**src/rtl/axis_pkt_stats.sv**
```systemverilog
// rtl/axis_pkt_stats.sv - per-packet beat count and data sum, emitted as a 2-beat summary stream
module axis_pkt_stats #(
    parameter int DATA_WIDTH    = 32,
    parameter int PKT_CNT_WIDTH = 16
) (
    input  logic                     clk,
    input  logic                     reset,
    input  logic [DATA_WIDTH-1:0]    s_axis_tdata,
    input  logic                     s_axis_tvalid,
    output logic                     s_axis_tready,
    input  logic                     s_axis_tlast,
    output logic [DATA_WIDTH-1:0]    m_axis_tdata,
    output logic                     m_axis_tvalid,
    input  logic                     m_axis_tready,
    output logic                     m_axis_tlast,
    output logic [PKT_CNT_WIDTH-1:0] pkt_done_cnt
);

    typedef enum logic [1:0] {
        ACCUM    = 2'd0,
        SEND_CNT = 2'd1,
        SEND_SUM = 2'd2
    } state_t;

    state_t                state;
    state_t                next_state;

    logic [DATA_WIDTH-2:0] beat_cnt;
    logic [DATA_WIDTH-1:0] sum;
    logic                  ovf;
    logic [DATA_WIDTH-1:0] sum_hold;

    logic                  in_hs;
    logic [DATA_WIDTH-2:0] cnt_inc;
    logic [DATA_WIDTH-1:0] sum_add;
    logic                  carry;

    // s_axis_tready is a register that is only high in ACCUM, so it doubles as the accept qualifier
    assign in_hs   = s_axis_tvalid & s_axis_tready;
    assign cnt_inc = (&beat_cnt) ? beat_cnt : beat_cnt + 1'b1;
    assign {carry, sum_add} = {1'b0, sum} + {1'b0, s_axis_tdata};

    // State register
    always_ff @(posedge clk) begin
        if (reset) begin
            state <= ACCUM;
        end else begin
            state <= next_state;
        end
    end

    // Next-state: leave ACCUM on the last input beat, step through the two summary beats on downstream ready
    always_comb begin
        next_state = state;
        case (state)
            ACCUM:    if (in_hs && s_axis_tlast) next_state = SEND_CNT;
            SEND_CNT: if (m_axis_tready)         next_state = SEND_SUM;
            SEND_SUM: if (m_axis_tready)         next_state = ACCUM;
            default:                             next_state = ACCUM;
        endcase
    end

    // Accumulators, registered summary outputs, registered input ready and completed-packet counter
    always_ff @(posedge clk) begin
        if (reset) begin
            beat_cnt      <= '0;
            sum           <= '0;
            ovf           <= 1'b0;
            sum_hold      <= '0;
            s_axis_tready <= 1'b0;
            m_axis_tdata  <= '0;
            m_axis_tvalid <= 1'b0;
            m_axis_tlast  <= 1'b0;
            pkt_done_cnt  <= '0;
        end else begin
            // registered from next_state so m_axis_tready never reaches s_axis_tready combinationally
            s_axis_tready <= (next_state == ACCUM);
            case (state)
                ACCUM: begin
                    if (in_hs) begin
                        if (s_axis_tlast) begin
                            m_axis_tdata  <= {ovf | carry, cnt_inc};
                            sum_hold      <= sum_add;
                            m_axis_tvalid <= 1'b1;
                            m_axis_tlast  <= 1'b0;
                            beat_cnt      <= '0;
                            sum           <= '0;
                            ovf           <= 1'b0;
                        end else begin
                            beat_cnt <= cnt_inc;
                            sum      <= sum_add;
                            ovf      <= ovf | carry;
                        end
                    end
                end
                SEND_CNT: begin
                    if (m_axis_tready) begin
                        m_axis_tdata <= sum_hold;
                        m_axis_tlast <= 1'b1;
                    end
                end
                SEND_SUM: begin
                    if (m_axis_tready) begin
                        m_axis_tdata  <= '0;
                        m_axis_tvalid <= 1'b0;
                        m_axis_tlast  <= 1'b0;
                        pkt_done_cnt  <= pkt_done_cnt + 1'b1;
                    end
                end
                default: begin
                    m_axis_tvalid <= 1'b0;
                    m_axis_tlast  <= 1'b0;
                end
            endcase
        end
    end

endmodule

```
**config.mk**
```make
export PLATFORM = sky130hd
export DESIGN_NAME = axis_pkt_stats
export DESIGN_NICKNAME = d
export VERILOG_FILES = /design/src/rtl/axis_pkt_stats.sv
export SDC_FILE = /design/constraint.sdc
export NUM_CORES = 1
export LEC_CHECK = 0
export BUFFER_PORTS_ARGS = -buffer_cell sky130_fd_sc_hd__buf_4
export CAP_MARGIN = 10
export CELL_PAD_IN_SITES_DETAIL_PLACEMENT = 0
export CELL_PAD_IN_SITES_GLOBAL_PLACEMENT = 2
export CORE_MARGIN = 4
export CORE_UTILIZATION = 35
export DETAILED_ROUTE_END_ITERATION = 16
export PLACE_DENSITY = 0.88
export SLEW_MARGIN = 20
export SYNTH_ARGS = -nofsm -noshare
export SYNTH_HDL_FRONTEND = slang
export SYNTH_SLANG_ARGS = --single-unit
```
**constraint.sdc**
```tcl
create_clock -name clk -period 3.6 [get_ports clk]
set_clock_uncertainty 0.05 [all_clocks]
set_input_delay 0.36 -clock clk [delete_from_list [all_inputs] [get_ports clk]]
set_output_delay 0.36 -clock clk [all_outputs]
set_load 0.05 [all_outputs]
```
==> flow_summary_export.csv, run 1 <==
group,metric,value,unit
grt,overflow,0,
pwr,intPower,3.13,mW
synth,syn_nets,1083,
synth,ys_types,61,
setup_path,crit_chain,"ha_1 -> fa_1 -> a211oi_2 -> o21ai_1 -> a221o_1 -> a211o_1 -> a211oi_4 -> o21ai_2 -> a31oi_4 -> nor4_1 -> a311o_1",
timing,hold_viol_final,0,
pwr,power_frac_seq,0.403,
pwr,ir_worst_vdd,0.000291,V
setup_path,critPathSlowestCell,"fa_1",
timing,rsz0062_at_grt,"false",
die,die_x,159,um
pwr,sw_frac_of_total,0.270,
setup_path,critPathMaxStageDelay,0.41,ns
grt,grt_pass1_vias,7108,
layout,fin_nets,1142,
timing,drv_slew,0,
die,core,22600,um^2
cts,cts_resized,0,
drt,dr.pass1.iters,6,
setup_path,path_max_fanout,3,
timing,hold_ws,0.267,ns
drt,vias,7344,
die,io_pins,88,
pwr,clock_power_share,0.465,
drt,vias_per_cell,5.38,
cts,ctsHtreeMaxLevel,4,
pwr,p_per_area,446,nW/um^2
placed_design,dp_hpwl,16800,um
setup_path,r2r-start,"sum[0]$_SDFFE_PP0P_",
setup_path,worstPathBufferInverterCount,0,
drt,post-route-drc-count,0,
setup_path,crit_start,"sum[0]$_SDFFE_PP0P_",
layout,drive_above_1_share,0.142,
placed_design,port_buffers,87,
synth,ys_top_cells_by_area,"dfxtp_1 37%, nand2_1 6.0%, ha_1 5.9%",
drt,ant_nets,0,
outcome,outcome,"finished, final reports clean",
setup_path,cp_num_cells,11,
layout,syn_to_final_growth,19.9,%
die,row_count,55,
timing,post-route-min-period,3.39,ns
timing,setup_viol,0,
setup_path,endpoint_kind,"register",
pwr,p_sw,1.16,mW
synth,synth-seq-cells,149,
timing,worst_slew_pin_slew,0.817,ns
die,die-area,25400,um^2
layout,multi_input_area,4730,um^2
cts,cts_tree,"built",
drt,drtIter0Drc,498,
grt,grt_use_total,0.184,
synth,synth-seq-area-share,0.373,
pwr,p_leak,3.85,nW
grt,grt_antenna_before_repair,0,
timing,maxSlewHeadroom,0.455,
drt,routed_wl,23400,um
synth,synth_area,8010,um^2
cts,root_buffer,"clkbuf_16",
setup_path,startpoint_type,"register",
drt,routedWlPerCell,17.2,um
grt,grt_pass1_wl,38200,um
synth,synthFlopType,"dfxtp_1",
pwr,combPwrFrac,0.133,
layout,regArea,2980,um^2
layout,antennaDiodeCount,0,
die,die_h,159,um
timing,finalSetupTns,0,ns
setup_path,path_class,"reg -> reg",
synth,yosysTopAreaCell,"dfxtp_1",
setup_path,arrival,3.66,ns
die,initial_utilization,0.355,
synth,synth_top_area_frac,0.373,
layout,nFillCells,2314,
pwr,power,4.28,mW
layout,postLayoutCellArea,9600,um^2
cts,cts_buffers,17,
setup_path,r2r_cells,11,
synth,synthArstFlopShare,0,
job,drv_cap,0,
cts,clock_sinks,149,
placed_design,gp_congestion,0.848,
cts,post_cts_buffers,0,
setup_path,crit_path_end,"sum_hold[24]$_SDFFE_PP0P_",
grt,grt_max_degree,71,
setup_path,critPathRequiredTime,3.87,ns
synth,avgSynthCellArea,7.95,um^2
placed_design,place_area,8940,um^2
cts,clk_pin_slew,0.07,ns
synth,synth_edf_count,0,
min_path,hp-class,"in -> reg",
setup_path,rrSetupSlack,0.21,ns
cts,cts-hold-fix-buffers,0,
cts,insertion_delay,0.43,ns
timing,period_share,0.941,
cts,cts_buffer_depth,2,
setup_path,r2r_end,"sum_hold[24]$_SDFFE_PP0P_",
synth,yosys_warnings,0,
setup_path,path_delay_family,"compound AO/OA/AOI/OAI gates",
timing,max_freq,295,MHz
synth,synth_cells,1007,
[worst min-delay path: cells and delay by family]
kind / cells / cell delay, ns
buffers and inverters: 1 / 0.10
AND/OR/NAND/NOR: 1 / 0.15
AO/OA/AOI/OAI: 1 / 0.07
[power by group through the flow]
stage	Combinational, mW	Clock (mW)	Sequential, mW
6_report	0.568	1.99	1.72
5_1_grt	0.625	2.10	1.73
4_1_cts	0.568	2.03	1.72
3_5_place_dp	0.565	0	1.76
3_3_place_gp	0.564	0	1.76
2_1_floorplan	0.335	0	1.80
[sequential cells by signal (all words and copies together) (netlist names)]
name and flops:
m_axis_tdata 32, sum 32, sum_hold 32, beat_cnt 31
pkt_done_cnt 16, state 2, m_axis_tlast 1, m_axis_tvalid 1
ovf 1, s_axis_tready 1
[through the flow]
step	utilization	std cells	worst slack, ns
after CTS	0.425	1364	0.207
after global placement	0.396	1332	0.0976
after global routing	0.425	1364	0.0629
after detailed placement	0.396	1332	0.0239
final	0.425	1364	0.213
after floorplan	-	1007	0.444
[cell usage in the layout, fill, tap and decap left out, types with 3 or more instances in the layout]
master / instances
xnor2_1: 33
clkbuf_16: 17
nor4_1: 4
dfxtp_1: 149
nand3_1: 52
o211ai_1: 7
bufinv_16: 5
o21ai_0: 80
and4_1: 5
nand2b_1: 4
a32oi_1: 6
o21a_1: 3
xor2_1: 36
or3_1: 10
nor3_1: 15
and3_1: 18
and2_1: 7
inv_6: 3
inv_1: 9
clkinvlp_4: 3
o31ai_1: 4
o21bai_1: 4
nand2_1: 127
buf_4: 109
or4_1: 3
a21oi_1: 85
nor2b_1: 5
a21o_1: 23
a31oi_1: 8
a211oi_1: 4
a22o_1: 28
o21ai_1: 3
nor2_1: 99
a22oi_1: 16
nand4_1: 17
ha_1: 38
[cell usage after synthesis (2+ instances only)]
master    instances
a211o_1           2
a211oi_1          4
a21o_1           23
a21oi_1          85
a22o_1           28
a22oi_1          16
a311oi_1          2
a31oi_1           8
a32oi_1           6
and2_1            7
and3_1           18
and4_1            5
clkbuf_1         68
dfxtp_1         149
ha_1             38
inv_1             9
mux2i_1           2
nand2_1         127
nand2b_1          4
nand3_1          52
nand3b_1          2
nand4_1          17
nor2_1          100
nor2b_1           5
nor3_1           15
nor3b_1           2
nor4_1            4
o211ai_1          7
o21a_1            3
o21ai_0          80
o21ai_1           3
o21bai_1          4
o31a_1            2
o31ai_1           4
or2_2             2
or3_1            10
or4_1             3
xnor2_1          33
xor2_1           36
[how the worst min path moves through the flow]
stage	slack, ns	cells past startpoint	to	from
global route	0.31	3	state[1]$_SDFF_PP0_	m_axis_tready
floorplan	0.38	2	ovf$_SDFFE_PP0P_	ovf$_SDFFE_PP0P_
detailed placement	0.40	2	sum[30]$_SDFFE_PP0P_	sum[30]$_SDFFE_PP0P_
finish	0.27	3	state[1]$_SDFF_PP0_	m_axis_tready
CTS	0.25	3	state[1]$_SDFF_PP0_	m_axis_tready
global placement	0.39	2	ovf$_SDFFE_PP0P_	ovf$_SDFFE_PP0P_
[final cells by class]
cell class / count / share of cell area
clock buffer: 17 / 0.0443
clock inverter: 15 / 0.0236
inverter: 9 / 0.00352
multi-input combinational: 779 / 0.493
sequential: 149 / 0.311
tap: 285 / 0.0372
timing repair buffer: 110 / 0.0874
[layer usage]
layer  share of wire  GRT usage  vias to the layer above
met5               0          0                        -
met4           0.011     0.0422                        0
met3           0.047     0.0391                       22
met2            0.46      0.295                      147
met1            0.48      0.254                     3458
li1                -          -                     3717
[kinds of logic (layout without fill, tap and decap cells)]
| kind of cell | after synthesis | count (layout) | share of synthesized area |
|---|---|---|---|
| simple gates | 377 | 377 | 0.217 |
| compound gates | 292 | 292 | 0.233 |
| flops | 149 | 149 | 0.373 |
| buf+inv | 79 | 151 | 0.0372 |
| xor+xnor | 69 | 69 | 0.0755 |
| fa+ha+maj | 39 | 39 | 0.0619 |
| mux | 2 | 2 | 0.00250 |
Power figures use the tool's default switching activity.
==> inputs of run 2 (changes only) <==
--- a/config.mk
+++ b/config.mk
@@ -10,9 +10,9 @@
 export CELL_PAD_IN_SITES_DETAIL_PLACEMENT = 0
 export CELL_PAD_IN_SITES_GLOBAL_PLACEMENT = 2
 export CORE_MARGIN = 4
-export CORE_UTILIZATION = 35
+export CORE_UTILIZATION = 38
 export DETAILED_ROUTE_END_ITERATION = 16
-export PLACE_DENSITY = 0.88
+export PLACE_DENSITY = 0.94
 export SLEW_MARGIN = 20
 export SYNTH_ARGS = -nofsm -noshare
 export SYNTH_HDL_FRONTEND = slang
==> constraint.sdc (replaced) <==
create_clock -name clk -period 4.3 [get_ports clk]
set_clock_uncertainty 0.05 [all_clocks]
set_input_delay 0.43 -clock clk [delete_from_list [all_inputs] [get_ports clk]]
set_output_delay 0.43 -clock clk [all_outputs]
set_load 0.05 [all_outputs]
==> run 2 against run 1 <==
  * Register-to-register slack better by 0.66 ns
  * Sequential power is 16% lower
  * Global-route usage is 1.3 points higher
  * Highest routed layer unchanged
==> flow_summary_export.csv, run 2 (synthesis gave the netlist of run 1 again) <==
group,metric,value,unit
outcome,outcome,"finished, final reports clean",
setup_path,path_max_fanout,3,
layout,final_common_cell,"dfxtp_1",
grt,grt_antenna_before_repair,0,
cts,clk_pin_slew,0.06,ns
pwr,p_sw,0.947,mW
drt,ant_nets,0,
timing,hold_viol_final,0,
setup_path,startpoint_type,"register",
die,die_h,153,um
timing,drv_slew,0,
timing,setup_viol,0,
timing,rsz0062_at_grt,"false",
layout,layout_common_cells,"149 x dfxtp_1, 127 x nand2_1, 104 x buf_4",
min_path,worst_hold_path.num_cells,3,
cts,cts_tree,"built",
grt,grt_pass1_wl,37700,um
pwr,sw_frac_of_total,0.274,
drt,vias_per_cell,5.52,
setup_path,arrival,3.69,ns
pwr,intPower,2.51,mW
die,core,20500,um^2
setup_path,critPathSlowestCell,"fa_1",
setup_path,crit_chain,"ha_1 -> fa_1 -> a211oi_2 -> o21ai_1 -> a221o_1 -> a211o_1 -> a211oi_4 -> o21ai_2 -> a31oi_4 -> nor4_1 -> a311o_1",
die,io_pins,88,
layout,drive_above_1_share,0.135,
layout,syn_to_final_growth,18.3,%
grt,grt_pass1_vias,6999,
cts,cts-hold-fix-buffers,0,
cts,cts_buffer_depth,2,
die,initial_utilization,0.391,
min_path,hp-class,"in -> reg",
pwr,ir_worst_vdd,0.000245,V
drt,post-route-drc-count,0,
setup_path,critPathRequiredTime,4.56,ns
timing,period_share,0.796,
timing,finalSetupTns,0,ns
drt,drtIter0Drc,465,
layout,antennaDiodeCount,0,
grt,grt_use_total,0.196,
cts,ctsHtreeMaxLevel,4,
pwr,p_leak,3.80,nW
placed_design,port_buffers,87,
die,die_x,153,um
die,die-area,23500,um^2
layout,reg_top3,"m_axis_tdata: 32 flops, sum: 32 flops, sum_hold: 32 flops",
job,drv_cap,0,
pwr,clock_power_share,0.446,
pwr,power_frac_seq,0.418,
timing,maxSlewHeadroom,0.354,
cts,post_cts_buffers,0,
timing,max_freq,292,MHz
timing,post-route-min-period,3.42,ns
setup_path,path_class,"reg -> reg",
grt,overflow,0,
cts,clock_sinks,149,
drt,vias,7408,
pwr,combPwrFrac,0.136,
setup_path,critPathMaxStageDelay,0.44,ns
timing,worst_slew_pin_slew,0.965,ns
drt,routed_wl,23200,um
cts,cts_buffers,17,
setup_path,r2r_cells,11,
setup_path,endpoint_kind,"register",
cts,insertion_delay,0.42,ns
die,row_count,52,
timing,hold_ws,0.356,ns
placed_design,gp_congestion,0.841,
drt,routedWlPerCell,17.3,um
grt,grt_max_degree,54,
placed_design,dp_hpwl,16200,um
drt,dr.pass1.iters,5,
cts,root_buffer,"clkbuf_16",
layout,nFillCells,2081,
layout,fin_nets,1136,
cts,cts_resized,0,
pwr,p_per_area,365,nW/um^2
==> run 2: cell type report <==
class                      instances  area, um^2  area share
inverter                           9        33.8     0.00357
sequential                       149        2980       0.315
multi-input combinational        779        4730       0.500
clock buffer                      20         447      0.0472
tap                              270         338      0.0357
clock inverter                    12         155      0.0164
timing repair buffer             104         781      0.0825
==> run 2: worst max-delay path, delay by kind of cell (launching register included) <==
| family | cells | cell delay [ns] |
|---|---|---|
| AO/OA/AOI/OAI | 8 | 2.21 |
| adder cells (fa/ha/maj) | 2 | 0.64 |
| AND/OR/NAND/NOR | 1 | 0.09 |
| flip-flops | 1 | 0.31 |
==> run 2: power groups by stage <==
stage	logic, mW	clock network [mW]	registers, mW
2_1_floorplan	0.281	0	1.51
3_3_place_gp	0.466	0	1.47
3_5_place_dp	0.466	0	1.47
4_1_cts	0.469	1.56	1.44
5_1_grt	0.519	1.62	1.45
6_report	0.470	1.54	1.44
==> run 2: worst paths after layout <==
check                                               start                        end  slack [ns]
worst max-delay path                  sum[0]$_SDFFE_PP0P_  sum_hold[24]$_SDFFE_PP0P_        0.88
worst min-delay path                        m_axis_tready        state[1]$_SDFF_PP0_        0.36
worst max register to register        sum[0]$_SDFFE_PP0P_  sum_hold[24]$_SDFFE_PP0P_        0.88
worst min register to register  sum_hold[19]$_SDFFE_PP0P_  sum_hold[19]$_SDFFE_PP0P_        0.41
==> run 2: stage by stage <==
stage | std cells | total power [mW] | cell area, um^2 | worst slack [ns] | util
finish | 1343 | 3.45 | 9470 | 0.875 | 0.462
detailed placement | 1311 | 1.94 | 8870 | 0.631 | 0.433
global placement | 1311 | 1.94 | 8870 | 0.702 | 0.433
global route | 1343 | 3.59 | 9470 | 0.607 | 0.462
CTS | 1343 | 3.48 | 9470 | 0.873 | 0.462
floorplan | 1007 | 1.79 | 8010 | 1.07 | -
==> run 2: per-layer routing <==
layer | up-vias | GRT usage | part of all wire
met5 | - | 0 | 0
met1 | 3489 | 0.276 | 0.49
met3 | 18 | 0.0373 | 0.050
li1 | 3703 | - | -
met4 | 0 | 0.0492 | 0.011
met2 | 198 | 0.311 | 0.45
==> inputs of run 3 (changes only) <==
--- a/config.mk
+++ b/config.mk
@@ -10,9 +10,9 @@
 export CELL_PAD_IN_SITES_DETAIL_PLACEMENT = 0
 export CELL_PAD_IN_SITES_GLOBAL_PLACEMENT = 2
 export CORE_MARGIN = 4
-export CORE_UTILIZATION = 38
+export CORE_UTILIZATION = 32
 export DETAILED_ROUTE_END_ITERATION = 16
-export PLACE_DENSITY = 0.94
+export PLACE_DENSITY = 0.85
 export SLEW_MARGIN = 20
 export SYNTH_ARGS = -nofsm -noshare
 export SYNTH_HDL_FRONTEND = slang
==> constraint.sdc (replaced) <==
create_clock -name clk -period 3 [get_ports clk]
set_clock_uncertainty 0.05 [all_clocks]
set_input_delay 0.3 -clock clk [delete_from_list [all_inputs] [get_ports clk]]
set_output_delay 0.3 -clock clk [all_outputs]
set_load 0.05 [all_outputs]
==> run 3 against run 2 <==
  * The run now ends with setup timing left
  * Highest routed layer unchanged
  * Clock power grew 38%
  * Wire length grew 5.6%
  * Critical path type unchanged
  * Die area rose by 18%
  * Largest power group unchanged
==> flow_summary_export.csv, run 3 (synthesis gave the netlist of run 1 again) <==
group,metric,value,unit
timing,max_freq,321,MHz
timing,finalSetupTns,-0.508,ns
cts,clk_pin_slew,0.07,ns
die,row_count,57,
die,die_h,166,um
pwr,sw_frac_of_total,0.297,
cts,insertion_delay,0.43,ns
min_path,hp-class,"in -> reg",
grt,grt_max_degree,45,
drt,drtIter0Drc,557,
job,drv_cap,0,
drt,vias,7507,
layout,layout_common_cells,"148 x dfxtp_1, 139 x buf_4, 127 x nand2_1",
cts,cts_buffer_depth,2,
layout,antennaDiodeCount,0,
grt,grt_pass1_wl,39500,um
drt,post-route-drc-count,0,
placed_design,preCtsSetupSlack,-0.301,ns
setup_path,path_class,"reg -> reg",
setup_path,arrival,3.43,ns
die,core,24500,um^2
setup_path,endpoint_kind,"register",
timing,post-route-min-period,3.11,ns
cts,cts-hold-fix-buffers,0,
grt,grt_use_total,0.175,
pwr,intPower,3.46,mW
layout,reg_top3,"m_axis_tdata: 32 flops, sum: 32 flops, sum_hold: 32 flops",
layout,multi_input_area,4830,um^2
cts,clock_sinks,149,
timing,period_share,1.04,
setup_path,startpoint_type,"register",
drt,vias_per_cell,5.24,
drt,dr.pass1.iters,4,
outcome,violations,"setup timing",
die,die_x,166,um
pwr,ir_worst_vdd,0.000306,V
die,io_pins,88,
die,initial_utilization,0.327,
timing,hold_viol_final,0,
die,die-area,27600,um^2
setup_path,path_max_fanout,3,
layout,final_common_cell,"dfxtp_1",
cts,cts_tree,"built",
pwr,p_sw,1.46,mW
drt,routedWlPerCell,17.1,um
placed_design,port_buffers,87,
drt,routed_wl,24500,um
pwr,p_per_area,497,nW/um^2
pwr,combPwrFrac,0.148,
layout,fin_nets,1172,
layout,drive_above_1_share,0.179,
timing,worst_slew_pin_slew,0.690,ns
outcome,outcome,"complete, but fails checks",
cts,root_buffer,"clkbuf_16",
layout,syn_to_final_growth,23.5,%
setup_path,critPathRequiredTime,3.32,ns
grt,grt_antenna_before_repair,0,
layout,nFillCells,2553,
placed_design,gp_congestion,0.862,
timing,maxSlewHeadroom,0.539,
placed_design,dp_hpwl,17600,um
grt,overflow,0,
timing,rsz0062_at_grt,"true",
timing,drv_slew,0,
timing,setup_viol,7,
layout,regArea,2980,um^2
pwr,clock_power_share,0.430,
pwr,power_frac_seq,0.421,
cts,ctsHtreeMaxLevel,4,
drt,ant_nets,0,
cts,cts_buffers,17,
pwr,p_leak,3.96,nW
timing,setup_ws,-0.115,ns
grt,grt_pass1_vias,7249,
==> run 3: cell types whose count changed in the layout (fill, tap and decap cells not counted), sizes merged <==
cell / change
inv: +6
clkbuf: -3
clkinvlp: +3
clkinv: -4
buf: +36
bufinv: -2
==> run 3: path summary, 6_finish.rpt <==
kind              slack [ns]  cells after the start                 startpoint                   endpoint
hold / removal          0.20                      2                      reset  sum_hold[28]$_SDFFE_PP0P_
hold reg to reg         0.40                      2  sum_hold[21]$_SDFFE_PP0P_  sum_hold[21]$_SDFFE_PP0P_
setup reg to reg       -0.11                     12        sum[0]$_SDFFE_PP0P_  sum_hold[24]$_SDFFE_PP0P_
setup / recovery       -0.11                     12        sum[0]$_SDFFE_PP0P_  sum_hold[24]$_SDFFE_PP0P_
==> run 3: critical path, cell delays in order, from the launching register on <==
cell	delay, ns
dfxtp_2	0.33
ha_4	0.15
fa_2	0.35
a211oi_2	0.24
o21ai_1	0.13
a221o_1	0.35
a211o_4	0.37
a211oi_4	0.26
o21ai_2	0.14
a31oi_4	0.26
buf_4	0.14
and4_1	0.17
a311o_1	0.10
==> run 3: power by group through the flow <==
stage | combinational (mW) | sequential (mW) | clock (mW)
after global routing | 0.802 | 2.08 | 2.24
final | 0.730 | 2.07 | 2.12
after detailed placement | 0.706 | 2.11 | 0
after CTS | 0.718 | 2.07 | 2.16
after global placement | 0.705 | 2.11 | 0
after floorplan | 0.402 | 2.16 | 0
==> run 3: area by class of cell <==
cell class | count | area share
clock buffer | 17 | 0.0430
multi-input combinational | 779 | 0.489
tap | 324 | 0.0410
timing repair buffer | 140 | 0.107
inverter | 9 | 0.00342
sequential | 149 | 0.302
clock inverter | 15 | 0.0148
==> run 3: per-stage QoR <==
step                      cells   util  hold WS [ns]  power, mW  area [um^2]
after floorplan            1007      -         0.376       2.56         8010
after global placement     1396  0.375         0.391       2.82         9170
after detailed placement   1396  0.375         0.398       2.82         9170
after CTS                  1430  0.400         0.191       4.95         9790
after global routing       1433  0.404         0.204       5.12         9880
final                      1433  0.404         0.197       4.92         9880
==> run 3: metal layers <==
layer	track usage	up-vias	share of wire
met3	0.0343	20	0.052
met1	0.250	3530	0.49
met5	0	-	0
met2	0.274	197	0.45
li1	-	3760	-
met4	0.0405	0	0.013
==> run 3: what timing repair did <==
item                       in CTS  in global routing
pin swaps                       6                  7
gates resized for setup         7                 14
gates cloned                    0                  0
buffers inserted                2                  3
setup endpoints to repair      11                 16
